File: src/rtl/interrupt_entry_sequencer_if.sv
// Memory port between the interrupt entry sequencer and the memory system.
//   master : sequencer side (drives request/write/address/data, receives ready/read data)
//   slave  : memory side
//   memRequest   access request
//   memWrite     1=write, 0=read; valid while memRequest=1
//   memAddress   access address
//   memData      write data
//   memReady     memory completes the current access this cycle
//   memReadData  read data; valid when memReady=1
interface interrupt_entry_sequencer_if #(
  parameter int unsigned ADDRESS_WIDTH = 32
);
  logic                     memRequest;
  logic                     memWrite;
  logic [ADDRESS_WIDTH-1:0] memAddress;
  logic [ADDRESS_WIDTH-1:0] memData;
  logic                     memReady;
  logic [ADDRESS_WIDTH-1:0] memReadData;

  modport master (
    output memRequest, memWrite, memAddress, memData,
    input  memReady, memReadData
  );

  modport slave (
    input  memRequest, memWrite, memAddress, memData,
    output memReady, memReadData
  );
endinterface

File: src/rtl/interrupt_entry_sequencer.sv
// Interrupt entry sequencer: at an instruction boundary with a pending interrupt,
// stalls the core, pushes PC then PSW onto a full-descending stack, fetches the
// new PC from the vector address, then loads PC/SP, clears PSW.I and pulses a
// one-hot acknowledge for the serviced line.
// Ports:
//   clock, reset (async, active-low)
//   interruptPresent/interruptNumber/address : request from the interrupt handler
//   instructionDone, pc, psw, sp              : core state at the boundary
//   mem (master)                              : memory port (see interface file)
//   cpuStall, pcLoad/pcValue, spLoad/spValue, pswiClear : core control
//   resetInterrupt                            : one-hot acknowledge, 1 cycle
//   busError                                  : memory timeout abort strobe
// Optional feature: define INT_SEQ_TIMEOUT_EN to abort after TIMEOUT memReady wait
// cycles of any access; otherwise the sequencer waits indefinitely and busError=0.
module interrupt_entry_sequencer #(
  parameter int unsigned WIDTH         = 16,
  parameter int unsigned ADDRESS_WIDTH = 32,
  parameter int unsigned NUMBER_WIDTH  = 4,
  parameter int unsigned PSW_WIDTH     = 16,
  parameter int unsigned TIMEOUT       = 15
) (
  input  logic                     clock,
  input  logic                     reset,
  input  logic                     interruptPresent,
  input  logic [NUMBER_WIDTH-1:0]  interruptNumber,
  input  logic [ADDRESS_WIDTH-1:0] address,
  input  logic                     instructionDone,
  input  logic [ADDRESS_WIDTH-1:0] pc,
  input  logic [PSW_WIDTH-1:0]     psw,
  input  logic [ADDRESS_WIDTH-1:0] sp,
  interrupt_entry_sequencer_if.master mem,
  output logic                     cpuStall,
  output logic                     pcLoad,
  output logic                     spLoad,
  output logic [ADDRESS_WIDTH-1:0] pcValue,
  output logic [ADDRESS_WIDTH-1:0] spValue,
  output logic                     pswiClear,
  output logic [WIDTH-1:0]         resetInterrupt,
  output logic                     busError
);

  typedef enum logic [2:0] {
    S_IDLE,
    S_LATCH,
    S_PUSH_PC,
    S_PUSH_PSW,
    S_READ_VEC,
    S_COMMIT,
    S_BUS_ERR
  } state_t;

  state_t state, state_next;

  logic [NUMBER_WIDTH-1:0]  num_q;
  logic [ADDRESS_WIDTH-1:0] vector_q;
  logic [ADDRESS_WIDTH-1:0] pc_q;
  logic [PSW_WIDTH-1:0]     psw_q;
  logic [ADDRESS_WIDTH-1:0] sp_q;
  logic [ADDRESS_WIDTH-1:0] fetched_q;
  logic [WIDTH-1:0]         ack;
  logic                     timeout_hit;

`ifdef INT_SEQ_TIMEOUT_EN
  localparam int unsigned CNT_W = $clog2(TIMEOUT + 1);
  logic [CNT_W-1:0] wait_cnt;

  // Restarts on every state change, so each access gets a fresh budget.
  always_ff @(posedge clock or negedge reset) begin
    if (!reset)                   wait_cnt <= '0;
    else if (state_next != state) wait_cnt <= '0;
    else if (mem.memRequest)      wait_cnt <= wait_cnt + CNT_W'(1);
  end

  assign timeout_hit = (wait_cnt == CNT_W'(TIMEOUT - 1)) && !mem.memReady;
  assign busError    = (state == S_BUS_ERR);
`else
  logic unused_timeout;
  assign unused_timeout = (TIMEOUT != 0);
  assign timeout_hit    = 1'b0;
  assign busError       = 1'b0;
`endif

  always_ff @(posedge clock or negedge reset) begin
    if (!reset) state <= S_IDLE;
    else        state <= state_next;
  end

  // Request context is frozen in LATCH; later input changes are ignored.
  always_ff @(posedge clock or negedge reset) begin
    if (!reset) begin
      num_q     <= '0;
      vector_q  <= '0;
      pc_q      <= '0;
      psw_q     <= '0;
      sp_q      <= '0;
      fetched_q <= '0;
    end else begin
      if (state == S_LATCH) begin
        num_q    <= interruptNumber;
        vector_q <= address;
        pc_q     <= pc;
        psw_q    <= psw;
        sp_q     <= sp;
      end
      if (state == S_READ_VEC && mem.memReady) fetched_q <= mem.memReadData;
    end
  end

  // Numbers outside the line range decode to no acknowledge at all.
  always_comb begin
    ack = '0;
    for (int unsigned i = 0; i < WIDTH; i++) ack[i] = (32'(num_q) == i);
  end

  always_comb begin
    state_next     = state;
    cpuStall       = 1'b0;
    mem.memRequest = 1'b0;
    mem.memWrite   = 1'b0;
    mem.memAddress = '0;
    mem.memData    = '0;
    pcLoad         = 1'b0;
    spLoad         = 1'b0;
    pcValue        = '0;
    spValue        = '0;
    pswiClear      = 1'b0;
    resetInterrupt = '0;
    case (state)
      S_IDLE: begin
        if (instructionDone && interruptPresent) state_next = S_LATCH;
      end
      S_LATCH: begin
        cpuStall   = 1'b1;
        state_next = S_PUSH_PC;
      end
      S_PUSH_PC: begin
        cpuStall       = 1'b1;
        mem.memRequest = 1'b1;
        mem.memWrite   = 1'b1;
        mem.memAddress = sp_q - ADDRESS_WIDTH'(1);
        mem.memData    = pc_q;
        if (mem.memReady)  state_next = S_PUSH_PSW;
        else if (timeout_hit) state_next = S_BUS_ERR;
      end
      S_PUSH_PSW: begin
        cpuStall       = 1'b1;
        mem.memRequest = 1'b1;
        mem.memWrite   = 1'b1;
        mem.memAddress = sp_q - ADDRESS_WIDTH'(2);
        mem.memData    = ADDRESS_WIDTH'(psw_q);
        if (mem.memReady)  state_next = S_READ_VEC;
        else if (timeout_hit) state_next = S_BUS_ERR;
      end
      S_READ_VEC: begin
        cpuStall       = 1'b1;
        mem.memRequest = 1'b1;
        mem.memAddress = vector_q;
        if (mem.memReady)  state_next = S_COMMIT;
        else if (timeout_hit) state_next = S_BUS_ERR;
      end
      S_COMMIT: begin
        cpuStall       = 1'b1;
        pcLoad         = 1'b1;
        pcValue        = fetched_q;
        spLoad         = 1'b1;
        spValue        = sp_q - ADDRESS_WIDTH'(2);
        pswiClear      = 1'b1;
        resetInterrupt = ack;
        state_next     = S_IDLE;
      end
      S_BUS_ERR: state_next = S_IDLE;
      default:   state_next = S_IDLE;
    endcase
  end

endmodule

File: src/flat_wrapper.sv
// flat-port wrapper written by rule: the top's interface ports become plain ports
module interrupt_entry_sequencer_flat 
#(
  parameter int unsigned WIDTH         = 16,
  parameter int unsigned ADDRESS_WIDTH = 32,
  parameter int unsigned NUMBER_WIDTH  = 4,
  parameter int unsigned PSW_WIDTH     = 16,
  parameter int unsigned TIMEOUT       = 15
)
  (clock, reset, interruptPresent, interruptNumber, address, instructionDone, pc, psw, sp, cpuStall, pcLoad, spLoad, pcValue, spValue, pswiClear, resetInterrupt, busError, mem_memRequest, mem_memWrite, mem_memAddress, mem_memData, mem_memReady, mem_memReadData);
  interrupt_entry_sequencer_if #(.ADDRESS_WIDTH(ADDRESS_WIDTH)) mem_i ();
  input  logic clock;
  input  logic reset;
  input  logic interruptPresent;
  input  logic [NUMBER_WIDTH-1:0] interruptNumber;
  input  logic [ADDRESS_WIDTH-1:0] address;
  input  logic instructionDone;
  input  logic [ADDRESS_WIDTH-1:0] pc;
  input  logic [PSW_WIDTH-1:0] psw;
  input  logic [ADDRESS_WIDTH-1:0] sp;
  output logic cpuStall;
  output logic pcLoad;
  output logic spLoad;
  output logic [ADDRESS_WIDTH-1:0] pcValue;
  output logic [ADDRESS_WIDTH-1:0] spValue;
  output logic pswiClear;
  output logic [WIDTH-1:0] resetInterrupt;
  output logic busError;
  output wire logic [$bits(mem_i.memRequest)-1:0] mem_memRequest;
  output wire logic [$bits(mem_i.memWrite)-1:0] mem_memWrite;
  output wire logic [$bits(mem_i.memAddress)-1:0] mem_memAddress;
  output wire logic [$bits(mem_i.memData)-1:0] mem_memData;
  input wire logic [$bits(mem_i.memReady)-1:0] mem_memReady;
  input wire logic [$bits(mem_i.memReadData)-1:0] mem_memReadData;
  assign mem_memRequest = mem_i.memRequest;
  assign mem_memWrite = mem_i.memWrite;
  assign mem_memAddress = mem_i.memAddress;
  assign mem_memData = mem_i.memData;
  assign mem_i.memReady = mem_memReady;
  assign mem_i.memReadData = mem_memReadData;
  interrupt_entry_sequencer #(.WIDTH(WIDTH), .ADDRESS_WIDTH(ADDRESS_WIDTH), .NUMBER_WIDTH(NUMBER_WIDTH), .PSW_WIDTH(PSW_WIDTH), .TIMEOUT(TIMEOUT)) u_core (.clock(clock), .reset(reset), .interruptPresent(interruptPresent), .interruptNumber(interruptNumber), .address(address), .instructionDone(instructionDone), .pc(pc), .psw(psw), .sp(sp), .mem(mem_i), .cpuStall(cpuStall), .pcLoad(pcLoad), .spLoad(spLoad), .pcValue(pcValue), .spValue(spValue), .pswiClear(pswiClear), .resetInterrupt(resetInterrupt), .busError(busError));
endmodule
File: config.mk
export PLATFORM = sky130hd
export DESIGN_NAME = interrupt_entry_sequencer_flat
export DESIGN_NICKNAME = d
export VERILOG_FILES = /design/src/rtl/interrupt_entry_sequencer_if.sv /design/src/rtl/interrupt_entry_sequencer.sv /design/src/flat_wrapper.sv
export SDC_FILE = /design/constraint.sdc
export NUM_CORES = 1
export LEC_CHECK = 0
export ABC_AREA = 1
export ABC_CLOCK_PERIOD_IN_PS = 2400
export BUFFER_PORTS_ARGS = -buffer_cell sky130_fd_sc_hd__buf_2
export CAP_MARGIN = 25
export CELL_PAD_IN_SITES_DETAIL_PLACEMENT = 0
export CELL_PAD_IN_SITES_GLOBAL_PLACEMENT = 1
export CORE_ASPECT_RATIO = 1.2
export CORE_MARGIN = 3
export CORE_UTILIZATION = 37
export DETAILED_ROUTE_END_ITERATION = 10
export GPL_ROUTABILITY_DRIVEN = 1
export PLACE_DENSITY = 0.86
export SETUP_SLACK_MARGIN = 0.2
export SLEW_MARGIN = 10
export SYNTH_ARGS = -nofsm -noshare
export SYNTH_HDL_FRONTEND = slang
export SYNTH_SLANG_ARGS = --single-unit
File: constraint.sdc
create_clock -name clock -period 2.4 [get_ports clock]
set_input_delay 0.12 -clock clock [delete_from_list [all_inputs] [get_ports clock]]
set_output_delay 0.12 -clock clock [all_outputs]
set_load 0.005 [all_outputs]
Word level (Yosys, flattened, before mapping) --
Index checks and enable logic that the tools add are counted.
Operators by class: add/subtract/negate cells 2, equal/unequal tests 24, multiplexer cells 14, reductions and logical operators 8
Operator list (count):
- $pmux W32 S3 | 1
- $mux W32 | 2
- $pmux W32 S2 | 1
- $eq A4 B4 Y1 const B | 8
- $sub A32 B1 Y32 const B | 1
- $sub A32 B2 Y32 const B | 1
- $eq A4 B3 Y1 const B | 4
- $mux W16 | 1
- $pmux W3 S5 | 1
- $mux W3 | 4
- $eq A4 B2 Y1 const B | 2
- $eq A3 B2 Y1 const B | 2
- $eq A3 B3 Y1 const B | 2
- $ne A2 B2 Y1 const B | 3
- $reduce_or A5 Y1 | 1
- $eq A4 B1 Y1 const B | 1
- $logic_not A4 Y1 | 1
- $mux W1 | 4
- $reduce_and A4 Y1 | 1
- $eq A3 B1 Y1 const B | 1
- $logic_not A3 Y1 | 1
- $reduce_or A3 Y1 | 1
- $logic_and A1 B1 Y1 | 2
- $ne A2 B1 Y1 const B | 1
- $reduce_or A2 Y1 | 1
Storage, ports and cells: register bits after elaboration 151, input bits 153, output and inout bits 151, word-level logic and storage cells 55

Logic depth before layout (Yosys ltp) --
depth after elaboration 3, gate-level depth with buffers 10, depth with buffers taken out 10

Least setup slack after synthesis --
Ideal clock, no wire load.
kind register to output, start point register u_core.sp_q[1], end point output port mem_memAddress[19], arrival time 1461 ps, required time 2280 ps, setup slack 819 ps, stages on the path, launching flop included 9, buffers on the path 0, path through dfrtp_1 > inv_1 > ha_1 > nand2_1 > nor2_2 > nand2_1 > o21ai_0 > nand3_1 > nand3_1
On the way: word-level cells in the longest chain between the ends 2
Ends and longest elaborated chain:
- from (decl) | line interrupt_entry_sequencer.sv:58 | logic [ADDRESS_WIDTH-1:0] sp_q;
- from (signal assigned) | line interrupt_entry_sequencer.sv:103 | sp_q <= sp;
- $sub A32 B2 Y32 or $sub A32 B1 Y32 (tied branches) | line interrupt_entry_sequencer.sv:149, interrupt_entry_sequencer.sv:140
- $pmux W32 S3 * | line interrupt_entry_sequencer.sv:128 | case (state)
- to (decl) | line flat_wrapper.sv:31 | output wire logic [$bits(mem_i.memAddress)-1:0] mem_memAddress;
Every way passes the cells marked *; elsewhere a longest branch is shown, timed or not.

Final worst setup path --
start point register u_core.sp_q[0], end point output port mem_memAddress[10]
Same word-level chain as after synthesis.

==> flow_metrics.env <==
export IMPL_hold_ws_ps=-2.495
export IMPL_setup_ws_ps=194.3
export IMPL_drtIter0Drc=665
export IMPL_drc_errors=0
export IMPL_dieHeight_microns=171.1
export IMPL_critPathMaxFanout=5
export IMPL_via_per_inst=4.894
export IMPL_reg2regPathDepth=6
export IMPL_rsz0062_at_grt="yes"
export IMPL_power_mw=14.40
export IMPL_cts_sink_count=151
export IMPL_path_class="flip-flop to primary output"
export IMPL_period_share_pct=91.90
export IMPL_ys_types=29
export IMPL_core_area_sq_mm=0.02200
export IMPL_synth_nets=1367
export IMPL_syn_inst=1211
export IMPL_avgSynthCellArea_sq_um=6.937
export IMPL_critPathCaptureType="primary output"
export IMPL_io_buffers=302
export IMPL_cp_arrival_ps=2090
export IMPL_dieArea_sq_mm=0.02456
export IMPL_vdd_ir_drop_max_v=0.001020
export IMPL_maxSlewViolCount=0
export IMPL_clock_fmax_mhz=453.4
export IMPL_htreeDepth=4
export IMPL_hp_class="input pin to flip-flop"
export IMPL_clkLatencyLatePin_ps=430
export IMPL_first_global_vias=9424
export IMPL_pre_cts_slack_ps=440.4
export IMPL_relSlewSlack_pct=56.73
export IMPL_period_minus_slack_ps=2206
export IMPL_ys_flop_type="dfrtp_1"
export IMPL_synth_area_leaders="dfrtp_1, nand2_1, nor2_1"
export IMPL_whs_path_depth=3
export IMPL_hold_violations=1
export IMPL_ant_nets=0
export IMPL_yosysMostFrequentCell="nand2_1"
export IMPL_power_density_mw_per_mm2=1123
export IMPL_violations="hold timing"
export IMPL_ys_seq_area_share_pct=44.98
export IMPL_final_cell_count_no_fill=1946
export IMPL_n_antenna_cell=0
export IMPL_cap_violations=0
export IMPL_setup_worst_path_start_class="flip-flop"
export IMPL_finalSetupTns_ps=0
export IMPL_fin_nets=1815
export IMPL_cts_tree="built"
export IMPL_routedWlPerCell_microns=15.97
export IMPL_start_util_pct=38.19
export IMPL_worst_pin_slew_ps=649.0
export IMPL_wl_microns=31070
export IMPL_clock_skew_ps=9.961
export IMPL_grt_start_max_net_pins=170
export IMPL_gp_congestion=0.9155
export IMPL_cts_buffers=17
export IMPL_grt_pass1_wl_microns=47420
export IMPL_clock_tree_buffer_depth=2
export IMPL_synth_edff_count=0
export IMPL_setup_viol=0
export IMPL_syn_area_sq_mm=0.008401
export IMPL_place_inst=1750
export IMPL_dr_total_vias=9524
export IMPL_synth_seq_cells=151
export IMPL_first_pass_iters=5
export IMPL_cp_required_ps=2280
export IMPL_synth_top_cell_area_share_pct=44.98
export IMPL_hpwl_microns=21410
export IMPL_cts_root_buf="clkbuf_16"
export IMPL_async_flop_share_pct=100.0
export IMPL_status="finished with violations"
export IMPL_leakage_nw=6.883
export IMPL_fp_dieW_microns=143.6
export IMPL_drive_gt1_share_pct=28.47
export IMPL_yosys_area_top_type="dfrtp_1"
export IMPL_gr_total_overflow=0
export IMPL_path_clk_slew_ps=80
export IMPL_synthTopCellsByCount="nand2_1, nor2_1, dfrtp_1"
export IMPL_ys_warn_count=0
export IMPL_area_growth_pct=52.68
export IMPL_floorplan_rows=59
export IMPL_antenna_found_initial=0
export IMPL_grt_usage_pct=24.47
export IMPL_io_pins=304
-- routing by layer --
| layer | GRT usage, % | wire, microns | up-vias |
|---|---|---|---|
| met5 | 0 | 0 | - |
| met4 | 9.951 | 1151 | 0 |
| met2 | 43.56 | 15890 | 313 |
| li1 | - | - | 4688 |
| met3 | 4.445 | 1535 | 69 |
| met1 | 28.97 | 12490 | 4454 |
-- power breakdown --
group	switching, mW	total (mW)	internal (mW)
logic	4.42	6.99	2.57
registers	0.857	4.64	3.79
clock network	1.27	2.77	1.50
-- what timing repair did --
| item | CTS | global route |
|---|---|---|
| setup endpoints to repair | 42 | 56 |
| setup buffers | 5 | 10 |
| hold buffers | 148 | 1 |
| gates resized for setup | 21 | 109 |
| hold endpoints to repair | 205 | 1 |
| pin swaps | 3 | 21 |
-- logic make-up after synthesis --
| kind of cell | share of synthesized area [%] |
|---|---|
| fa+ha+maj | 0.4469 |
| flops | 44.98 |
| xor+xnor | 1.355 |
| compound gates | 10.35 |
| buf+inv | 8.683 |
| simple gates | 34.14 |
| other cells | 0.04464 |
-- state kept, by name (all words and copies together) (netlist names) --
signal,count
u_core.pc_q,32
u_core.psw_q,16
u_core.fetched_q,32
u_core.num_q,4
u_core.sp_q,32
u_core.state,3
u_core.vector_q,32
-- per-stage QoR --
stage / instance area (sq um) / utilization, %
after floorplan: 8401 / -
after global routing: 12830 / 58.30
after global placement: 10150 / 46.16
after CTS: 12350 / 56.15
final: 12830 / 58.30
after detailed placement: 10170 / 46.25
-- path summary, 6_finish.rpt --
| check | slack (ps) | startpoint | to |
|---|---|---|---|
| worst min-delay path | -2 | address[23] | u_core.vector_q[23]$_DFFE_PN0P_ |
| worst max-delay path | 190 | u_core.sp_q[0]$_DFFE_PN0P_ | mem_memAddress[10] |
| min in group asynchronous | 230 | reset | u_core.sp_q[29]$_DFFE_PN0P_ |
| max in group asynchronous | 1310 | reset | u_core.sp_q[12]$_DFFE_PN0P_ |
| worst min register to register | 470 | u_core.vector_q[4]$_DFFE_PN0P_ | u_core.vector_q[4]$_DFFE_PN0P_ |
| worst max register to register | 570 | u_core.state[1]$_DFFE_PN0P_ | u_core.vector_q[15]$_DFFE_PN0P_ |
-- cells in the final DEF (no fill, tap or decap), types with 2 or more instances in the layout --
| cell | instances |
|---|---|
| inv_1 | 113 |
| nor2_1 | 157 |
| nand2_1 | 379 |
| o21ai_0 | 68 |
| o211ai_1 | 7 |
| o221ai_1 | 2 |
| nand2_2 | 20 |
| o21ai_2 | 3 |
| buf_6 | 6 |
| ha_4 | 2 |
| inv_6 | 8 |
| inv_8 | 5 |
| o21ai_1 | 16 |
| nand3_4 | 2 |
| buf_12 | 5 |
| nand2_4 | 5 |
| a22o_1 | 16 |
| dfrtp_1 | 149 |
| buf_4 | 24 |
| nor2_4 | 20 |
| xnor2_1 | 2 |
| a21oi_2 | 4 |
| inv_2 | 10 |
| nand4_1 | 3 |
| dlygate4sd3_1 | 149 |
| and2_1 | 4 |
| clkbuf_16 | 17 |
| nand3_1 | 81 |
| dfrtp_2 | 2 |
| nor3_1 | 2 |
| buf_2 | 298 |
| xor2_2 | 3 |
| nand3_2 | 13 |
| a21oi_1 | 39 |
| nor2_2 | 21 |
| xor2_1 | 8 |
-- cell type report --
type	instances	area, sq um
timing repair buffer	482	3331
inverter	126	485.5
sequential	151	3781
clock buffer	17	425.4
fill	2060	9173
tap	274	342.8
clock inverter	15	168.9
multi-input combinational	881	4292
-- worst max-delay path, stage by stage, from the launching register on --
cell	delay, ps
dfrtp_2	410
inv_2	120
ha_2	230
nand2_4	90
nor2_4	210
nand2_4	100
a21oi_2	110
o21ai_1	80
nand3_1	150
buf_2	150
(Power assumes the default switching activity.)
